--- src/rtl/riscv_debug_pkg.sv ---
// Shared debug-subsystem types: the DMI request/response word, op/status encodings,
// requester indices and the DMI arbiter state encoding.
package riscv_debug_pkg;

  localparam int DMI_ADDR_W = 7;
  localparam int DMI_DATA_W = 32;

  localparam logic [1:0] DMI_OP_NOP     = 2'd0;
  localparam logic [1:0] DMI_OP_READ    = 2'd1;
  localparam logic [1:0] DMI_OP_WRITE   = 2'd2;

  localparam logic [1:0] DMI_STS_OK     = 2'd0;
  localparam logic [1:0] DMI_STS_FAILED = 2'd2;
  localparam logic [1:0] DMI_STS_BUSY   = 2'd3;

  localparam logic REQ_DTM       = 1'b0;
  localparam logic REQ_SYSBRIDGE = 1'b1;

  typedef struct packed {
    logic [DMI_ADDR_W-1:0] addr;
    logic [DMI_DATA_W-1:0] data;
    logic [1:0]            op;
  } dmi_t;

  typedef enum logic [1:0] {
    ARB_IDLE,
    ARB_ISSUE,
    ARB_WAIT,
    ARB_RESP
  } arb_state_e;

endpackage

--- src/rtl/dmi_port.sv ---
// DMIPort: request/response channel between a DMI master and the debug module.
interface DMIPort;
  import riscv_debug_pkg::*;

  logic req_valid;
  logic req_ready;
  dmi_t req;
  logic rsp_valid;
  logic rsp_ready;
  dmi_t rsp;

  modport master (output req_valid, req, rsp_ready, input req_ready, rsp_valid, rsp);
  modport slave  (input req_valid, req, rsp_ready, output req_ready, rsp_valid, rsp);
endinterface

--- src/rtl/dmi_rr_picker.sv ---
// Two-way round-robin picker: the requester holding priority wins if it is valid.
module dmi_rr_picker (
  input  logic [1:0] valid,
  input  logic       prio,
  output logic       grant
);

  assign grant = valid[prio] ? prio : ~prio;

endmodule

--- src/rtl/dmi_arbiter.sv ---
// Arbitrates two DMI requesters onto one debug-module port, one transaction at a time.
// Optional DM response timeout enabled by defining DMI_ARB_TIMEOUT_EN.
module dmi_arbiter
  import riscv_debug_pkg::*;
#(
  parameter int TIMEOUT_CYCLES = 255,
  parameter int PRIO_RESET     = 0
) (
  input  logic       clk,
  input  logic       rst,
  input  logic       test_mode,
  input  logic [1:0] req_valid_i,
  input  dmi_t [1:0] req_i,
  output logic [1:0] req_ready_o,
  output logic [1:0] rsp_valid_o,
  output dmi_t       rsp_o,
  input  logic [1:0] rsp_ready_i,
  DMIPort.master     dm
);

  arb_state_e state, state_nxt;
  logic       prio;
  logic       grant;
  logic       grant_q;
  logic       accept;
  logic       rsp_load;
  logic       dm_req_valid;
  logic       timeout;
  dmi_t       req_q;
  dmi_t       rsp_q;
  dmi_t       rsp_nxt;
  logic       unused_ok;

  dmi_rr_picker u_picker (
    .valid (req_valid_i),
    .prio  (prio),
    .grant (grant)
  );

  // Unsolicited or late DM responses are always accepted and simply dropped outside WAIT.
  assign dm.req_valid = dm_req_valid;
  assign dm.req       = req_q;
  assign dm.rsp_ready = 1'b1;

  assign unused_ok = ^{test_mode, dm.rsp.addr, TIMEOUT_CYCLES[0]};

`ifdef DMI_ARB_TIMEOUT_EN
  localparam int CNT_W = $clog2(TIMEOUT_CYCLES + 1);
  logic [CNT_W-1:0] cnt;

  always_ff @(posedge clk) begin
    if (rst || accept) begin
      cnt <= '0;
    end else if (state == ARB_ISSUE || state == ARB_WAIT) begin
      cnt <= cnt + 1'b1;
    end
  end

  assign timeout = (state == ARB_ISSUE || state == ARB_WAIT) &&
                   (cnt == CNT_W'(TIMEOUT_CYCLES - 1));
`else
  assign timeout = 1'b0;
`endif

  always_ff @(posedge clk) begin
    if (rst) begin
      state   <= ARB_IDLE;
      prio    <= 1'(PRIO_RESET);
      grant_q <= REQ_DTM;
    end else begin
      state <= state_nxt;
      if (accept) begin
        prio    <= ~grant;
        grant_q <= grant;
      end
    end
  end

  always_ff @(posedge clk) begin
    if (accept)   req_q <= req_i[grant];
    if (rsp_load) rsp_q <= rsp_nxt;
  end

  always_comb begin
    state_nxt    = state;
    accept       = 1'b0;
    rsp_load     = 1'b0;
    rsp_nxt      = '0;
    dm_req_valid = 1'b0;
    req_ready_o  = '0;
    rsp_valid_o  = '0;
    rsp_o        = '0;
    // All outputs stay quiet while reset is held, whatever state is still registered.
    if (!rst) begin
      unique case (state)
        ARB_IDLE: begin
          if (|req_valid_i) begin
            accept             = 1'b1;
            req_ready_o[grant] = 1'b1;
            if (req_i[grant].op == DMI_OP_NOP) begin
              rsp_load  = 1'b1;
              state_nxt = ARB_RESP;
            end else begin
              state_nxt = ARB_ISSUE;
            end
          end
        end
        ARB_ISSUE: begin
          dm_req_valid = 1'b1;
          if (timeout) begin
            rsp_load   = 1'b1;
            rsp_nxt.op = DMI_STS_BUSY;
            state_nxt  = ARB_RESP;
          end else if (dm.req_ready) begin
            state_nxt = ARB_WAIT;
          end
        end
        ARB_WAIT: begin
          if (timeout) begin
            rsp_load   = 1'b1;
            rsp_nxt.op = DMI_STS_BUSY;
            state_nxt  = ARB_RESP;
          end else if (dm.rsp_valid) begin
            rsp_load     = 1'b1;
            rsp_nxt.data = dm.rsp.data;
            rsp_nxt.op   = dm.rsp.op;
            state_nxt    = ARB_RESP;
          end
        end
        ARB_RESP: begin
          rsp_valid_o[grant_q] = 1'b1;
          rsp_o                = rsp_q;
          if (rsp_ready_i[grant_q]) state_nxt = ARB_IDLE;
        end
        default: state_nxt = ARB_IDLE;
      endcase
    end
  end

endmodule

--- src/flat_wrapper.sv ---
// flat-port wrapper written by rule: the top's interface ports become plain ports
module dmi_arbiter_flat import riscv_debug_pkg::*;
#(
  parameter int TIMEOUT_CYCLES = 255,
  parameter int PRIO_RESET     = 0
)
  (clk, rst, test_mode, req_valid_i, req_i, req_ready_o, rsp_valid_o, rsp_o, rsp_ready_i, dm_req_valid, dm_req, dm_rsp_ready, dm_req_ready, dm_rsp_valid, dm_rsp);
  DMIPort dm_i ();
  input  logic clk;
  input  logic rst;
  input  logic test_mode;
  input  logic [1:0] req_valid_i;
  input  dmi_t [1:0] req_i;
  output logic [1:0] req_ready_o;
  output logic [1:0] rsp_valid_o;
  output dmi_t rsp_o;
  input  logic [1:0] rsp_ready_i;
  output wire logic [$bits(dm_i.req_valid)-1:0] dm_req_valid;
  output wire logic [$bits(dm_i.req)-1:0] dm_req;
  output wire logic [$bits(dm_i.rsp_ready)-1:0] dm_rsp_ready;
  input wire logic [$bits(dm_i.req_ready)-1:0] dm_req_ready;
  input wire logic [$bits(dm_i.rsp_valid)-1:0] dm_rsp_valid;
  input wire logic [$bits(dm_i.rsp)-1:0] dm_rsp;
  assign dm_req_valid = dm_i.req_valid;
  assign dm_req = dm_i.req;
  assign dm_rsp_ready = dm_i.rsp_ready;
  assign dm_i.req_ready = dm_req_ready;
  assign dm_i.rsp_valid = dm_rsp_valid;
  assign dm_i.rsp = dm_rsp;
  dmi_arbiter #(.TIMEOUT_CYCLES(TIMEOUT_CYCLES), .PRIO_RESET(PRIO_RESET)) u_core (.clk(clk), .rst(rst), .test_mode(test_mode), .req_valid_i(req_valid_i), .req_i(req_i), .req_ready_o(req_ready_o), .rsp_valid_o(rsp_valid_o), .rsp_o(rsp_o), .rsp_ready_i(rsp_ready_i), .dm(dm_i));
endmodule
--- config.mk ---
export PLATFORM = sky130hd
export DESIGN_NAME = dmi_arbiter_flat
export DESIGN_NICKNAME = d
export VERILOG_FILES = /design/src/rtl/riscv_debug_pkg.sv /design/src/rtl/dmi_port.sv /design/src/rtl/dmi_rr_picker.sv /design/src/rtl/dmi_arbiter.sv /design/src/flat_wrapper.sv
export SDC_FILE = /design/constraint.sdc
export NUM_CORES = 1
export LEC_CHECK = 0
export ABC_CLOCK_PERIOD_IN_PS = 3020
export CAP_MARGIN = 20
export CORE_ASPECT_RATIO = 0.6
export CORE_MARGIN = 2
export CORE_UTILIZATION = 29
export DETAILED_ROUTE_END_ITERATION = 16
export DONT_BUFFER_PORTS = 1
export PLACE_DENSITY = 0.52
export SYNTH_ARGS = -nofsm -noshare
export SYNTH_HDL_FRONTEND = slang
export SYNTH_SLANG_ARGS = --single-unit
export TNS_END_PERCENT = 1
--- constraint.sdc ---
create_clock -name clk -period 3.02 [get_ports clk]
set_input_delay 0.151 -clock clk [delete_from_list [all_inputs] [get_ports clk]]
set_output_delay 0.151 -clock clk [all_outputs]
set_load 0.03 [all_outputs]
==> metrics.cfg <==
[run_status]
status=finished clean

[logic_synthesis]
synth_edf_count=75
ys_ff_latch=79
synthTopCellsByArea=edfxtp_1 59%, mux2_4 15%, and2_1 11%, dfxtp_1 2.1%, ha_1 1.6%
syn_inst=254
ys_warn_count=0
synthArstFlopShare_pct=0
synth-seq-area-share_pct=61.36
synth.avg_cell_area_um2=14.97
ys_types=28
synth_top_area_share_pct=59.25
ys.flop_type=edfxtp_1
synth_common_cells=75 x edfxtp_1, 69 x and2_1, 38 x mux2_4
synth_top_cell_by_area=edfxtp_1
netlist_area_um2=3801
yosysMostFrequentCell=edfxtp_1

[timing]
worst_pin_slew_ns=0.7500
hold_viol_final=0
grt_setup_unrepaired=no
fmax_mhz=414.0
setup_viol=0
maxSlewViolCount=0
tns_ns=0
fin_ws_ns=0.6045
finalCritPeriodShare_pct=79.98
min_period_ns=2.416
relSlewSlack_pct=50.00
fin_worst_skew_ns=0.007000
holdWs_ns=0.01709

[floorplanning]
core_um2=12810
die_y_um=92.68
die_area_um2=14070
row_count=32
floorplan.initialDensity_pct=29.67
io_pins=220
die_x_um=151.8

[detailed_routing]
first_pass_iters=4
first_iter_violations=87
drt_wl_total_mm=7.906
drc=0
vias_per_cell=4.462
via_count=1972
wire_per_inst_um=17.89
drtAntennaViolNets=0

[clock_network]
cts_buffers=9
clock_latency_ns=0.33
clkTransAtPathRegs_ns=0.06
postCtsSetupBuffers=0
root_buffer=clkbuf_16
cts_max_level=3
cts_sinks=79
cts_buffer_depth=2
cts_tree=built

[setup_path]
r2r-start=u_core.prio
critical_path_class=flip-flop to output pin
crit_start=u_core.prio
ff2ff_path_depth=5
rrSetupSlack_ns=0.96
cpMaxStageDelayCell=nor2b_1
critPathMaxFanout=44
cp_common_cell=nor2b_1
slowest_delay_ns=0.65
critPathLaunchType=flip-flop
crit_path_end_kind=output pin
critPathArrivalTime_ns=2.26
crit_chain=nor2b_1, or2_2, buf_4, nor2b_1
r2r-end=u_core.rsp_q[29]
cp.required_ns=2.87

[grt]
grt_pass1_wl_mm=11.56
grt_pass1_vias=1966
grt_max_degree=45
overflow=0
grt_use_total_pct=10.92
antenna_found_initial=0

[cells_and_area]
layout.nets=404
syn_to_final_growth_pct=16.13
fin_area_um2=4414
final_util_pct=34.45
drive_above_1_share_pct=23.90
num_antenna_cells=0

[place]
hpwl_mm=5.829
dp_worst_setup_slack_ns=0.9282
placed_area_um2=3968
gp_congestion=0.6676
port_buffers=0

[power]
pwr-share-seq_pct=46.3
leakagePower_nw=1.662
combPwrFrac_pct=19.8
p_per_area_nw_per_um2=833.2
worst_ir_drop_vdd_uv=379.7
switching_share_pct=30.33
switching_power_w=0.001116
internal-power_w=0.002562
clkPwrFrac_pct=34.0

[min_path]
worstHoldStart=dm_rsp[32]
hp-class=input pin to flip-flop
whs_path_depth=1
hold_end=u_core.rsp_q[32]

[job]
maxCapViolCount=0

power by group through the flow:
stage | Sequential (W) | Combinational (W) | Clock [W]
after floorplan | 0.00170 | 0.000617 | 0
after global placement | 0.00173 | 0.000711 | 0
after detailed placement | 0.00173 | 0.000733 | 0
after CTS | 0.00171 | 0.000742 | 0.00129
after global routing | 0.00172 | 0.000798 | 0.00134
final | 0.00170 | 0.000727 | 0.00125
metrics by stage:
stage / cells / total power (W)
floorplan: 260 / 0.002319
global placement: 416 / 0.002436
detailed placement: 416 / 0.002461
CTS: 439 / 0.003741
global route: 442 / 0.003851
finish: 442 / 0.003678
state kept, by name, indices dropped and copies added, names as in the netlist:
name            count
u_core.dm.req      41
u_core.grant_q      1
u_core.prio         1
u_core.rsp_q       34
u_core.state        2
area by class of cell:
type	count	area (um^2)
clock buffer	9	225.2
clock inverter	7	121.4
timing repair buffer	16	157.7
sequential	79	2332
tap	170	212.7
multi-input combinational	157	1350
fill	1266	8398
inverter	4	15.01
critical path: cells and delay by family (launching register included):
family                 cells  cell delay (ns)
buffers and inverters      1             0.60
and+or+nand+nor            3             0.96
DFF                        1             0.37
worst max path at each step:
stage	end	depth (start not counted)	slack, ns
after floorplan	u_core.rsp_q[0]	5	0.66
after global placement	req_ready_o[0]	4	0.96
after detailed placement	req_ready_o[0]	4	0.93
after CTS	req_ready_o[0]	4	0.56
after global routing	req_ready_o[0]	4	0.41
final	req_ready_o[0]	4	0.60
layout by cell type, fill, tap and decap left out, types with 2 or more instances in the layout:
| cell | count |
|---|---|
| dfxtp_1 | 4 |
| mux2_1 | 3 |
| conb_1 | 8 |
| clkbuf_16 | 9 |
| bufinv_16 | 3 |
| buf_4 | 5 |
| clkinv_4 | 3 |
| nor2_1 | 8 |
| mux2_4 | 38 |
| nor2b_1 | 7 |
| a21oi_1 | 2 |
| edfxtp_1 | 75 |
| nand2_1 | 3 |
| and2_1 | 69 |
| inv_1 | 3 |
| dlygate4sd3_1 | 10 |
| ha_1 | 5 |
what timing repair did:
action	in CTS	in global routing
endpoints found under the hold margin	9	3
hold buffers	7	3
setup endpoints to repair	0	0
resized for setup	0	0
routing by layer:
metal	global-route usage [%]	part of all wire (%)	vias up
li1	-	-	903
met1	14.41	46	965
met2	16.67	47	98
met3	3.650	5.8	6
met4	4.206	1.1	0
met5	0	0	-
logic make-up after synthesis:
| logic type | count (synthesis) | synth area share, % |
|---|---|---|
| simple gates | 92 | 14.52 |
| flops | 79 | 61.36 |
| mux | 42 | 16.16 |
| buf+inv | 24 | 4.147 |
| compound gates | 10 | 1.975 |
| fa+ha+maj | 5 | 1.646 |
| other cells | 2 | 0.1976 |
(Power assumes the default switching activity.)
